--- config.mk ---
export PLATFORM = sky130hd
export DESIGN_NAME = fnd_scan_ctrl
export DESIGN_NICKNAME = d
export VERILOG_FILES = /design/src/rtl/fnd_pkg.sv /design/src/rtl/fnd_tick_gen.sv /design/src/rtl/fnd_scan_ctrl.sv
export SDC_FILE = /design/constraint.sdc
export NUM_CORES = 1
export LEC_CHECK = 0
export BUFFER_PORTS_ARGS = -buffer_cell sky130_fd_sc_hd__buf_2
export CAP_MARGIN = 20
export CORE_ASPECT_RATIO = 1.4
export CORE_UTILIZATION = 45
export CTS_BUF_LIST = sky130_fd_sc_hd__clkbuf_16
export CTS_CLUSTER_SIZE = 28
export DETAILED_ROUTE_END_ITERATION = 8
export PLACE_DENSITY = 0.75
export SLEW_MARGIN = 20
export SYNTH_ARGS = -nofsm -noshare
export SYNTH_HDL_FRONTEND = slang
export SYNTH_HIERARCHICAL = 1
export SYNTH_SLANG_ARGS = --single-unit
--- constraint.sdc ---
create_clock -name clk -period 1.95 [get_ports clk]
set_input_delay 0.195 -clock clk [delete_from_list [all_inputs] [get_ports clk]]
set_output_delay 0.195 -clock clk [all_outputs]
set_load 0.005 [all_outputs]
--- src/rtl/fnd_pkg.sv ---
// fnd_pkg: shared codes, widths and helpers for the FND scan controller.
// Revision: 1.0
`default_nettype none

package fnd_pkg;

    localparam int          FND_DIGIT_W   = 2;
    localparam logic [3:0]  FND_BCD_BLANK = 4'hF;
    localparam logic [3:0]  FND_BCD_DOT   = 4'hE;
    localparam logic [3:0]  FND_COMM_OFF  = 4'hF;

    typedef logic [FND_DIGIT_W-1:0] fnd_digit_t;

    // Active-low common for a single selected digit.
    function automatic logic [3:0] fnd_comm_sel(input fnd_digit_t sel);
        return ~(4'b0001 << sel);
    endfunction

endpackage

`default_nettype wire

--- src/rtl/fnd_tick_gen.sv ---
// fnd_tick_gen: modulo-N free-running counter with a wrap pulse on count N-1.
// Revision: 1.0
`default_nettype none

module fnd_tick_gen #(
    parameter int N = 10,
    parameter int W = (N > 1) ? $clog2(N) : 1
) (
    input  logic         clk,
    input  logic         rst,
    output logic [W-1:0] o_cnt,
    output logic         o_wrap
);

    logic [W-1:0] r_cnt;
    logic         w_wrap;

    assign w_wrap = (r_cnt == W'(N - 1));

    always_ff @(posedge clk) begin
        if (rst) begin
            r_cnt <= '0;
        end else if (w_wrap) begin
            r_cnt <= '0;
        end else begin
            r_cnt <= r_cnt + 1'b1;
        end
    end

    assign o_cnt  = r_cnt;
    assign o_wrap = w_wrap;

endmodule

`default_nettype wire

--- src/rtl/fnd_scan_ctrl.sv ---
// fnd_scan_ctrl: four-digit multiplexed FND scan with leading-zero blanking and guard time.
// Optional blink enabled by defining FND_BLINK_EN. Revision: 1.0
`default_nettype none

module fnd_scan_ctrl
    import fnd_pkg::*;
#(
    parameter int SYS_CLK_HZ = 100_000_000,
    parameter int SCAN_HZ    = 1000,
    parameter int GUARD_CYC  = 16,
    parameter int BLINK_HZ   = 2
) (
    input  logic        clk,
    input  logic        reset,
    input  logic [15:0] digit_data,
    input  logic        blank_lz,
    input  logic        blink,
    output logic [3:0]  bcd,
    output logic [3:0]  fnd_comm,
    output logic        scan_tick
);

    localparam int DIV = SYS_CLK_HZ / SCAN_HZ;
    localparam int CW  = (DIV > 1) ? $clog2(DIV) : 1;

    logic [CW-1:0] w_scan_cnt;
    logic          w_tick;
    fnd_digit_t    r_digit_sel;
    logic [3:0]    w_blank;
    logic [3:0]    w_nibble;
    logic          w_in_guard;
    logic          w_blink_gate;
    logic [3:0]    r_bcd;
    logic [3:0]    r_comm;
    logic          r_tick;

    fnd_tick_gen #(
        .N (DIV),
        .W (CW)
    ) u_scan (
        .clk    (clk),
        .rst    (reset),
        .o_cnt  (w_scan_cnt),
        .o_wrap (w_tick)
    );

    always_ff @(posedge clk) begin
        if (reset) begin
            r_digit_sel <= '0;
        end else if (w_tick) begin
            r_digit_sel <= r_digit_sel + 1'b1;
        end
    end

`ifdef FND_BLINK_EN
    localparam int BLINK_HALF = SYS_CLK_HZ / (2 * BLINK_HZ);
    localparam int BW         = (BLINK_HALF > 1) ? $clog2(BLINK_HALF) : 1;

    logic [BW-1:0] w_unused_blink_cnt;
    logic          w_blink_wrap;
    logic          r_blink_off;

    fnd_tick_gen #(
        .N (BLINK_HALF),
        .W (BW)
    ) u_blink (
        .clk    (clk),
        .rst    (reset),
        .o_cnt  (w_unused_blink_cnt),
        .o_wrap (w_blink_wrap)
    );

    always_ff @(posedge clk) begin
        if (reset) begin
            r_blink_off <= 1'b0;
        end else if (w_blink_wrap) begin
            r_blink_off <= ~r_blink_off;
        end
    end

    // Phase runs freely; the blink input only masks commons while in the off phase.
    assign w_blink_gate = blink & r_blink_off;
`else
    logic w_unused_blink;

    assign w_unused_blink = blink ^ (BLINK_HZ == 0);
    assign w_blink_gate   = 1'b0;
`endif

    // A digit is blanked only when it and every more significant digit are zero.
    assign w_blank[3] = blank_lz & (digit_data[15:12] == 4'h0);
    assign w_blank[2] = w_blank[3] & (digit_data[11:8] == 4'h0);
    assign w_blank[1] = w_blank[2] & (digit_data[7:4] == 4'h0);
    assign w_blank[0] = 1'b0;

    assign w_nibble   = digit_data[{r_digit_sel, 2'b00} +: 4];
    assign w_in_guard = (w_scan_cnt < CW'(GUARD_CYC));

    always_ff @(posedge clk) begin
        if (reset) begin
            r_bcd  <= FND_BCD_BLANK;
            r_comm <= FND_COMM_OFF;
            r_tick <= 1'b0;
        end else begin
            r_bcd  <= w_blank[r_digit_sel] ? FND_BCD_BLANK : w_nibble;
            r_comm <= (w_in_guard || w_blink_gate) ? FND_COMM_OFF
                                                   : fnd_comm_sel(r_digit_sel);
            r_tick <= w_tick;
        end
    end

    assign bcd       = r_bcd;
    assign fnd_comm  = r_comm;
    assign scan_tick = r_tick;

endmodule

`default_nettype wire
Word-level counts from Yosys, hierarchy flattened
Cells that the tools add are included.
- flip-flop bits (word level): 28
- logic and storage cells: 24
- input port bits: 20
- reduce and logical (&&, ||, !) cells: 6
- bitwise gates (word level): 4
- equal/unequal tests: 1
- multiplexer cells: 2
- shift operators: 2
- $lt $le $gt $ge: 2
- add/sub/neg operators: 2
- operators with widths (operator ; number):
    adder 17 x 1 -> 17 bit, second input constant ; 1
    == test 17 bit, second input constant ; 1
    < comparator 17 x 5 -> 1 bit, second input constant ; 1
    indexed part select 16 x 5 -> 4 bit ; 1
    zero test 4 bit ; 3
    OR reduction 2 bit ; 3
    inverter 4 bit ; 1
    << shifter 1 x 2 -> 4 bit, first input constant ; 1
    AND 1 bit ; 3
    < comparator 2 x 3 -> 1 bit, second input constant ; 1
    adder 2 x 1 -> 2 bit, second input constant ; 1
    binary-select mux 1 bit (select 2 bit) ; 1
    two-way mux 1 bit ; 1

Logic depth before layout (Yosys ltp)
Gate-level depths: netlist (run 1).
- word-level depth: 7
- mapped depth: 7
- depth with buffers taken out: 6

By module
The synthesis (run 1) kept the hierarchy.
- by module, submodules not included (module ; instances ; cells an instance ; area an instance (µm²)):
    fnd_tick_gen ; 1 ; 88 ; 797.0
    fnd_scan_ctrl ; 1 ; 53 ; 544.3

Worst setup path before layout (run 1)
OpenSTA, ideal clock, no wires.
- kind: register to register
- start point: register u_scan.r_cnt[2], in the netlist u_scan/o_cnt[2]
- end point: register u_scan.r_cnt[15], in the netlist u_scan/o_cnt[15]
- data required time: 1880 ps
- data arrival time: 1430 ps
- setup slack: 450 ps
- cell stages (with the launch flop): 5
- cell sequence: dfxtp_1 -> nand3_4 -> or3_1 -> or4_1 -> a21oi_1
- cells in the longest elaborated chain, start to end: 2
- RTL lines (item ; RTL line ; text):
    start: declaration ; fnd_tick_gen.sv:15 ; logic [W-1:0] r_cnt;
    start signal: assignment ; fnd_tick_gen.sv:26 ; r_cnt <= r_cnt + 1'b1;
    parallel branches: the longest is 2 deep, another holds adder 17 x 1 -> 17 bit ; -- ;
Several ways; the timed one is not identified.
A chain may end at the register's enable or synchronous reset.

Worst setup path after layout (run 1)
- start point: register u_scan.r_cnt[0], in the netlist u_scan/o_cnt[0]
- end point: register r_digit_sel[1]
- cells in the longest elaborated chain, start to end: 1
- RTL lines (item ; RTL line ; text):
    == test 17 bit ; fnd_tick_gen.sv:18 ; assign w_wrap = (r_cnt == W'(N - 1));
    via w_tick ; fnd_scan_ctrl.sv:27 ; logic w_tick;
    end signal: assignment ; fnd_scan_ctrl.sv:51 ; r_digit_sel <= r_digit_sel + 1'b1;
    end: declaration ; fnd_scan_ctrl.sv:28 ; fnd_digit_t r_digit_sel;
The timed path passes the listed nets, and every way through them passes these cells.

==> results of run 1 <==
==> how the worst max path moves through the flow <==
stage                     slack, ps  cells after the start             from               end
after detailed placement        290                      6  u_scan/o_cnt[0]    r_digit_sel[1]
after global placement          330                      6  u_scan/o_cnt[0]    r_digit_sel[1]
final                           270                      6  u_scan/o_cnt[0]    r_digit_sel[1]
after global routing            120                      6  u_scan/o_cnt[0]    r_digit_sel[1]
after floorplan                 450                      4  u_scan/o_cnt[2]  u_scan/o_cnt[15]
after CTS                       290                      6  u_scan/o_cnt[0]    r_digit_sel[1]
==> final cells by class <==
| cell class | count | area (sq um) | share of cell area (%) |
|---|---|---|---|
| clock buffer | 3 | 75.07 | 4.754 |
| clock inverter | 1 | 30.03 | 1.902 |
| inverter | 5 | 18.77 | 1.189 |
| multi-input combinational | 102 | 713.2 | 45.17 |
| sequential | 28 | 560.5 | 35.50 |
| tap | 37 | 46.29 | 2.932 |
| timing repair buffer | 27 | 135.1 | 8.558 |
==> synthesized netlist by cell type, types with 4 or more instances <==
cell type / instances / area share [%]
inv_1: 5 / 1.4
dfxtp_1: 28 / 42
ha_1: 5 / 4.7
nor3_1: 6 / 2.2
xnor2_1: 9 / 5.9
nand3_1: 5 / 1.9
nor2_1: 24 / 6.7
nor4_1: 8 / 3.7
nand4_1: 4 / 1.9
xor2_1: 5 / 3.3
mux4_2: 4 / 6.7
nand2_1: 8 / 2.2
o21ai_1: 4 / 1.5
==> layer usage <==
metal | wire, um | track usage, % | up-vias
met5 | 0 | 0 | -
met4 | 74 | 10.42 | 0
met3 | 109 | 2.710 | 8
met2 | 1513 | 34.50 | 39
met1 | 983 | 22.17 | 535
li1 | - | - | 554
==> flip-flops by register name (all words and copies together) (netlist names) <==
register / count
bcd: 4
scan_tick: 1
r_digit_sel: 2
u_scan/o_cnt: 17
fnd_comm: 4
==> power breakdown <==
group	switching (mW)	internal, mW	total (mW)	leakage [nW]
clock network	0.184	0.408	0.593	0.0511
registers	0.00740	0.582	0.589	0.227
logic	0.0284	0.0299	0.0583	0.290
==> per-stage QoR <==
step	cell area (sq um)	setup slack (ps)
final	1579	265.5
after global routing	1579	120.0
after CTS	1579	285.2
after detailed placement	1474	293.2
after global placement	1474	325.4
after floorplan	1341	450.1
==> kinds of logic (layout without fill, tap and decap cells) <==
kind of cell               after synthesis  in the layout
adders and majority gates                5              5
muxes                                    5              5
buffers and inverters                   11             36
and+or+nand+nor                         66             66
DFF                                     28             28
AOI/OAI and AO/OA                       12             12
xor gates and xnor gates                14             14
==> impl_metrics.csv, run 1 <==
group,metric,value,unit
status,status,"finished clean",
critical_path,cpMostUsedCell,"nor2_1",
global_route,grt_pass1_vias,1136,
hold_path,hold_start,"reset",
sta,max_freq,0.5936,GHz
route,via_count,1136,
global_route,antenna_found_initial,0,
cells_and_area,antennaDiodeCount,0,
sta,post-route-period-util,86.39,%
sta,worst_pin_slew,480.8,ps
yosys,synthXorXnorAreaFrac,9.142,%
die,initial_core_util,47.08,%
critical_path,reg2reg_depth,6,
hold_path,hold_depth,2,
critical_path,max_stage_delay,370,ps
global_route,overflow,0,
die,die_height,66.60,um
cells_and_area,drive_gt1_share,24.10,%
clocking,clockBufferDepth,2,
die,die_w,48.14,um
clocking,htree_num_levels,1,
cells_and_area,fin_cells,203,
route,viasPerCell,5.596,
yosys,synth_edf_count,0,
clocking,cts.sinks,28,
sta,slew_headroom,67.90,%
die,io_pins,29,
clocking,cts_resized,0,
critical_path,worstSetupPathType,"reg -> reg",
cells_and_area,final_util,55.42,%
power_and_ir_drop,p_leak,0.5689,nW
yosys,async_reset_ff_share,0,%
critical_path,cp.required,2100,ps
placement,io_buffers,27,
hold_path,hold-path-endpoint,"r_digit_sel[0]",
die,die_area,0.003206,sq mm
yosys,ys_warn_count,6,
critical_path,r2r_slack,270,ps
clocking,cts_post_setup_buffers_inserted,0,
global_route,grt_start_max_net_pins,18,
placement,gp_congestion,0.7982,
sta,grt_setup_unrepaired,"no",
critical_path,cp_cell_sequence,"ha_1 > nand4_1 > nor2_1 > and3_1 > mux2i_1 > nor2_1",
hold_path,hold_class,"in -> reg",
critical_path,end_kind,"register",
clocking,path_clk_slew,70,ps
yosys,ys_types,33,
die,rows,23,
sta,setup_tns,0,ps
cells_and_area,finalNetCount,192,
yosys,syn-mean-instance-area,9.513,sq um
sta,whs,221.7,ps
yosys,syn_area,0.001341,sq mm
yosys,synthMuxAreaShare,7.463,%
yosys,synth_fa_ha_area_share,4.664,%
sta,slew_violations,0,
route,antenna_left,0,
route,first_pass_iters,4,
route,drt_iter0_drc,45,
critical_path,start_kind,"register",
sta,hold_viol_final,0,
yosys,synth_simple_gate_area_share,26.21,%
placement,hpwl,2.097,mm
die,core,0.002849,sq mm
cells_and_area,fillers,248,
power_and_ir_drop,pwr_density_cell,785.2,mW/mm^2
cells_and_area,area_growth,17.72,%
critical_path,crit_fanout,5,
clocking,cts_root_buf,"clkbuf_16",
clocking,cts_made_buffers,3,
global_route,grt_pass1_wl,4.623,mm
sta,finalSetupViolations,0,
critical_path,crit_arrival,1840,ps
yosys,syn_inst,141,
yosys,ys_ff_latch,28,
route,drcViolationCount,0,
global_route,grt_usage,19.97,%
critical_path,cp_num_buf_inv,0,
cells_and_area,layout_commonest_cell,"dfxtp_1",
clocking,insertion_delay,260,ps
power_and_ir_drop,peakVddDrop,0.4336,mV
yosys,synthFlopType,"dfxtp_1",
yosys,synth_top_family_by_area,"simple AND/OR/NAND/NOR gates",
power_and_ir_drop,finalPower,1.240,mW
placement,placed_cells,199,
clocking,hold_buffers,0,
route,wl_per_cell,13.20,um
critical_path,slowest_stage,"dfxtp_1",
yosys,syn_nets,166,
clocking,cts_tree,"built",
critical_path,r2r_start,"u_scan/o_cnt[0]",
route,drt_wl_total,2.680,mm
critical_path,rr_endpoint,"r_digit_sel[1]",
run,drv_cap,0,
cells_and_area,layout_common_cells,"dfxtp_1, buf_2, nor2_1",
sta,clock_skew,5.870,ps
sta,post-route-min-period,1685,ps
yosys,synth-compound-area-share,5.690,%
critical_path,cp_top_family,"simple AND/OR/NAND/NOR gates",
yosys,yosysSeqAreaShare,41.79,%
Note: power is estimated with default switching activity, not from simulation.
==> inputs of run 2 (changes only) <==
PLACE_DENSITY = 0.78   (was 0.75)
clock period = 1.5 ns   (was 1.95 ns; I/O delays follow)
==> impl_metrics.csv, run 2 (synthesis gave the netlist of run 1 again) <==
group,metric,value,unit
run,drv_cap,0,
sta,clock_skew,4.340,ps
route,via_count,1244,
sta,post-route-min-period,1442,ps
die,die_height,66.60,um
route,drt_iter0_drc,31,
sta,post-route-period-util,96.15,%
cells_and_area,finalNetCount,210,
global_route,antenna_found_initial,0,
clocking,path_clk_slew,70,ps
route,first_pass_iters,6,
critical_path,cp_num_buf_inv,1,
critical_path,start_kind,"register",
global_route,grt_usage,22.54,%
critical_path,cp.required,1700,ps
clocking,cts_root_buf,"clkbuf_16",
placement,placed_cells,216,
sta,worst_pin_slew,429.3,ps
die,core,0.002849,sq mm
sta,finalSetupViolations,0,
placement,post-place-ws,-46.04,ps
global_route,grt_pass1_vias,1280,
cells_and_area,antennaDiodeCount,0,
cells_and_area,fillers,215,
cells_and_area,layout_commonest_cell,"buf_2",
cells_and_area,layout_common_cells,"buf_2, nor2_1, dfxtp_1",
power_and_ir_drop,pwr_density_cell,922.1,mW/mm^2
global_route,use_met3,2.710,%
cells_and_area,fin_cells,221,
route,wl_per_cell,14.75,um
clocking,htree_num_levels,1,
die,rows,23,
global_route,grt_start_max_net_pins,17,
critical_path,crit_arrival,1650,ps
sta,whs,184.0,ps
placement,io_buffers,27,
die,die_w,48.14,um
die,initial_core_util,47.08,%
status,status,"finished clean",
critical_path,cp_top_family,"simple AND/OR/NAND/NOR gates",
placement,hpwl,2.276,mm
die,die_area,0.003206,sq mm
global_route,grt_pass1_wl,5.202,mm
placement,dpl_cell_area,0.001614,sq mm
critical_path,slowest_stage,"or4_4",
sta,finalWorstSetupSlack,57.78,ps
sta,max_freq,0.6934,GHz
critical_path,cp_cell_sequence,"buf_6 > nand2_2 > or3_4 > or4_4 > a21oi_2",
clocking,clockBufferDepth,2,
die,io_pins,29,
cells_and_area,seqCellArea,575.6,sq um
sta,hold_viol_final,0,
route,antenna_left,0,
sta,slew_headroom,71.00,%
global_route,busiest_layer,"met2",
power_and_ir_drop,peakVddDrop,0.6595,mV
global_route,use_met1,23.98,%
cells_and_area,area_growth,33.86,%
clocking,cts_tree,"built",
cells_and_area,finalInstanceArea,0.001795,sq mm
critical_path,end_kind,"register",
global_route,met2_usage,39.67,%
route,drcViolationCount,0,
global_route,overflow,0,
route,viasPerCell,5.629,
hold_path,hold_class,"in -> reg",
clocking,insertion_delay,260,ps
placement,gp_congestion,0.7957,
cells_and_area,multi_input_comb_area,759.5,sq um
critical_path,crit_fanout,3,
sta,slew_violations,0,
critical_path,max_stage_delay,420,ps
cells_and_area,drive_gt1_share,39.67,%
critical_path,worstSetupPathType,"reg -> reg",
clocking,cts_made_buffers,3,
clocking,cts.sinks,28,
power_and_ir_drop,p_leak,0.6769,nW
cells_and_area,largest_reg_flops,17,
route,drt_wl_total,3.260,mm
run 2: cell types whose count changed in the layout (fill, tap and decap cells not counted), moves of 2 or more:
cell and delta:
dfxtp_1 -6, dfxtp_2 +3, buf_6 +2, dfxtp_4 +3
buf_4 +15
run 2: worst paths after layout:
kind | start | endpoint | slack (ps) | depth (start not counted)
min | reset | scan_tick | 180 | 2
max | u_scan/o_cnt[0] | u_scan/o_cnt[15] | 60 | 5
min reg2reg | u_scan/o_cnt[15] | u_scan/o_cnt[15] | 530 | 2
max reg2reg | u_scan/o_cnt[0] | u_scan/o_cnt[15] | 60 | 5
run 2: final cells by class:
cell class	instances	share of cell area, %
Tap cell	37	2.578
Timing Repair Buffer	45	16.17
Sequential cell	28	32.06
Inverter	5	1.045
Clock buffer	3	4.181
Multi-Input combinational cell	102	42.30
Clock inverter	1	1.672
run 2: report_power, final:
group | switching, mW | internal [mW] | total [mW] | leakage (nW)
clock | 0.251 | 0.531 | 0.783 | 0.0511
combinational | 0.0465 | 0.0617 | 0.108 | 0.395
sequential | 0.0101 | 0.755 | 0.765 | 0.231
total | 0.308 | 1.35 | 1.66 | 0.677
run 2: worst reg2reg max path, delay by kind of cell, from the launching register on:
| family | cells | cell delay [ps] |
|---|---|---|
| AOI/OAI and AO/OA | 1 | 120 |
| buffers and inverters | 1 | 100 |
| and+or+nand+nor | 3 | 810 |
| DFF | 1 | 370 |
run 2: per-stage QoR:
| stage | util (%) | total power, mW | setup TNS (ps) |
|---|---|---|---|
| 2_1_floorplan | - | 0.8218 | 0 |
| 3_5_place_dp | 56.65 | 0.8805 | -81.89 |
| 5_1_grt | 63.02 | 1.705 | -2.125 |
| 4_1_cts | 61.09 | 1.658 | 0 |
| 3_3_place_gp | 56.65 | 0.8756 | 0 |
| 6_report | 63.02 | 1.656 | 0 |
run 2: metal layers:
layer,vias up,wire [um],share of wire (%)
met3,8,166,5.1
li1,586,-,-
met2,53,1863,57
met1,597,1155,35
met5,-,0,0
met4,0,75,2.3
run 2: repair_timing:
item / 4_1_cts / 5_1_grt
hold buffers: 0 / 0
pin swaps: 3 / 1
setup buffers: 0 / 1
endpoints found under the setup margin: 8 / 19
gates resized for setup: 6 / 15
gates cloned: 0 / 0
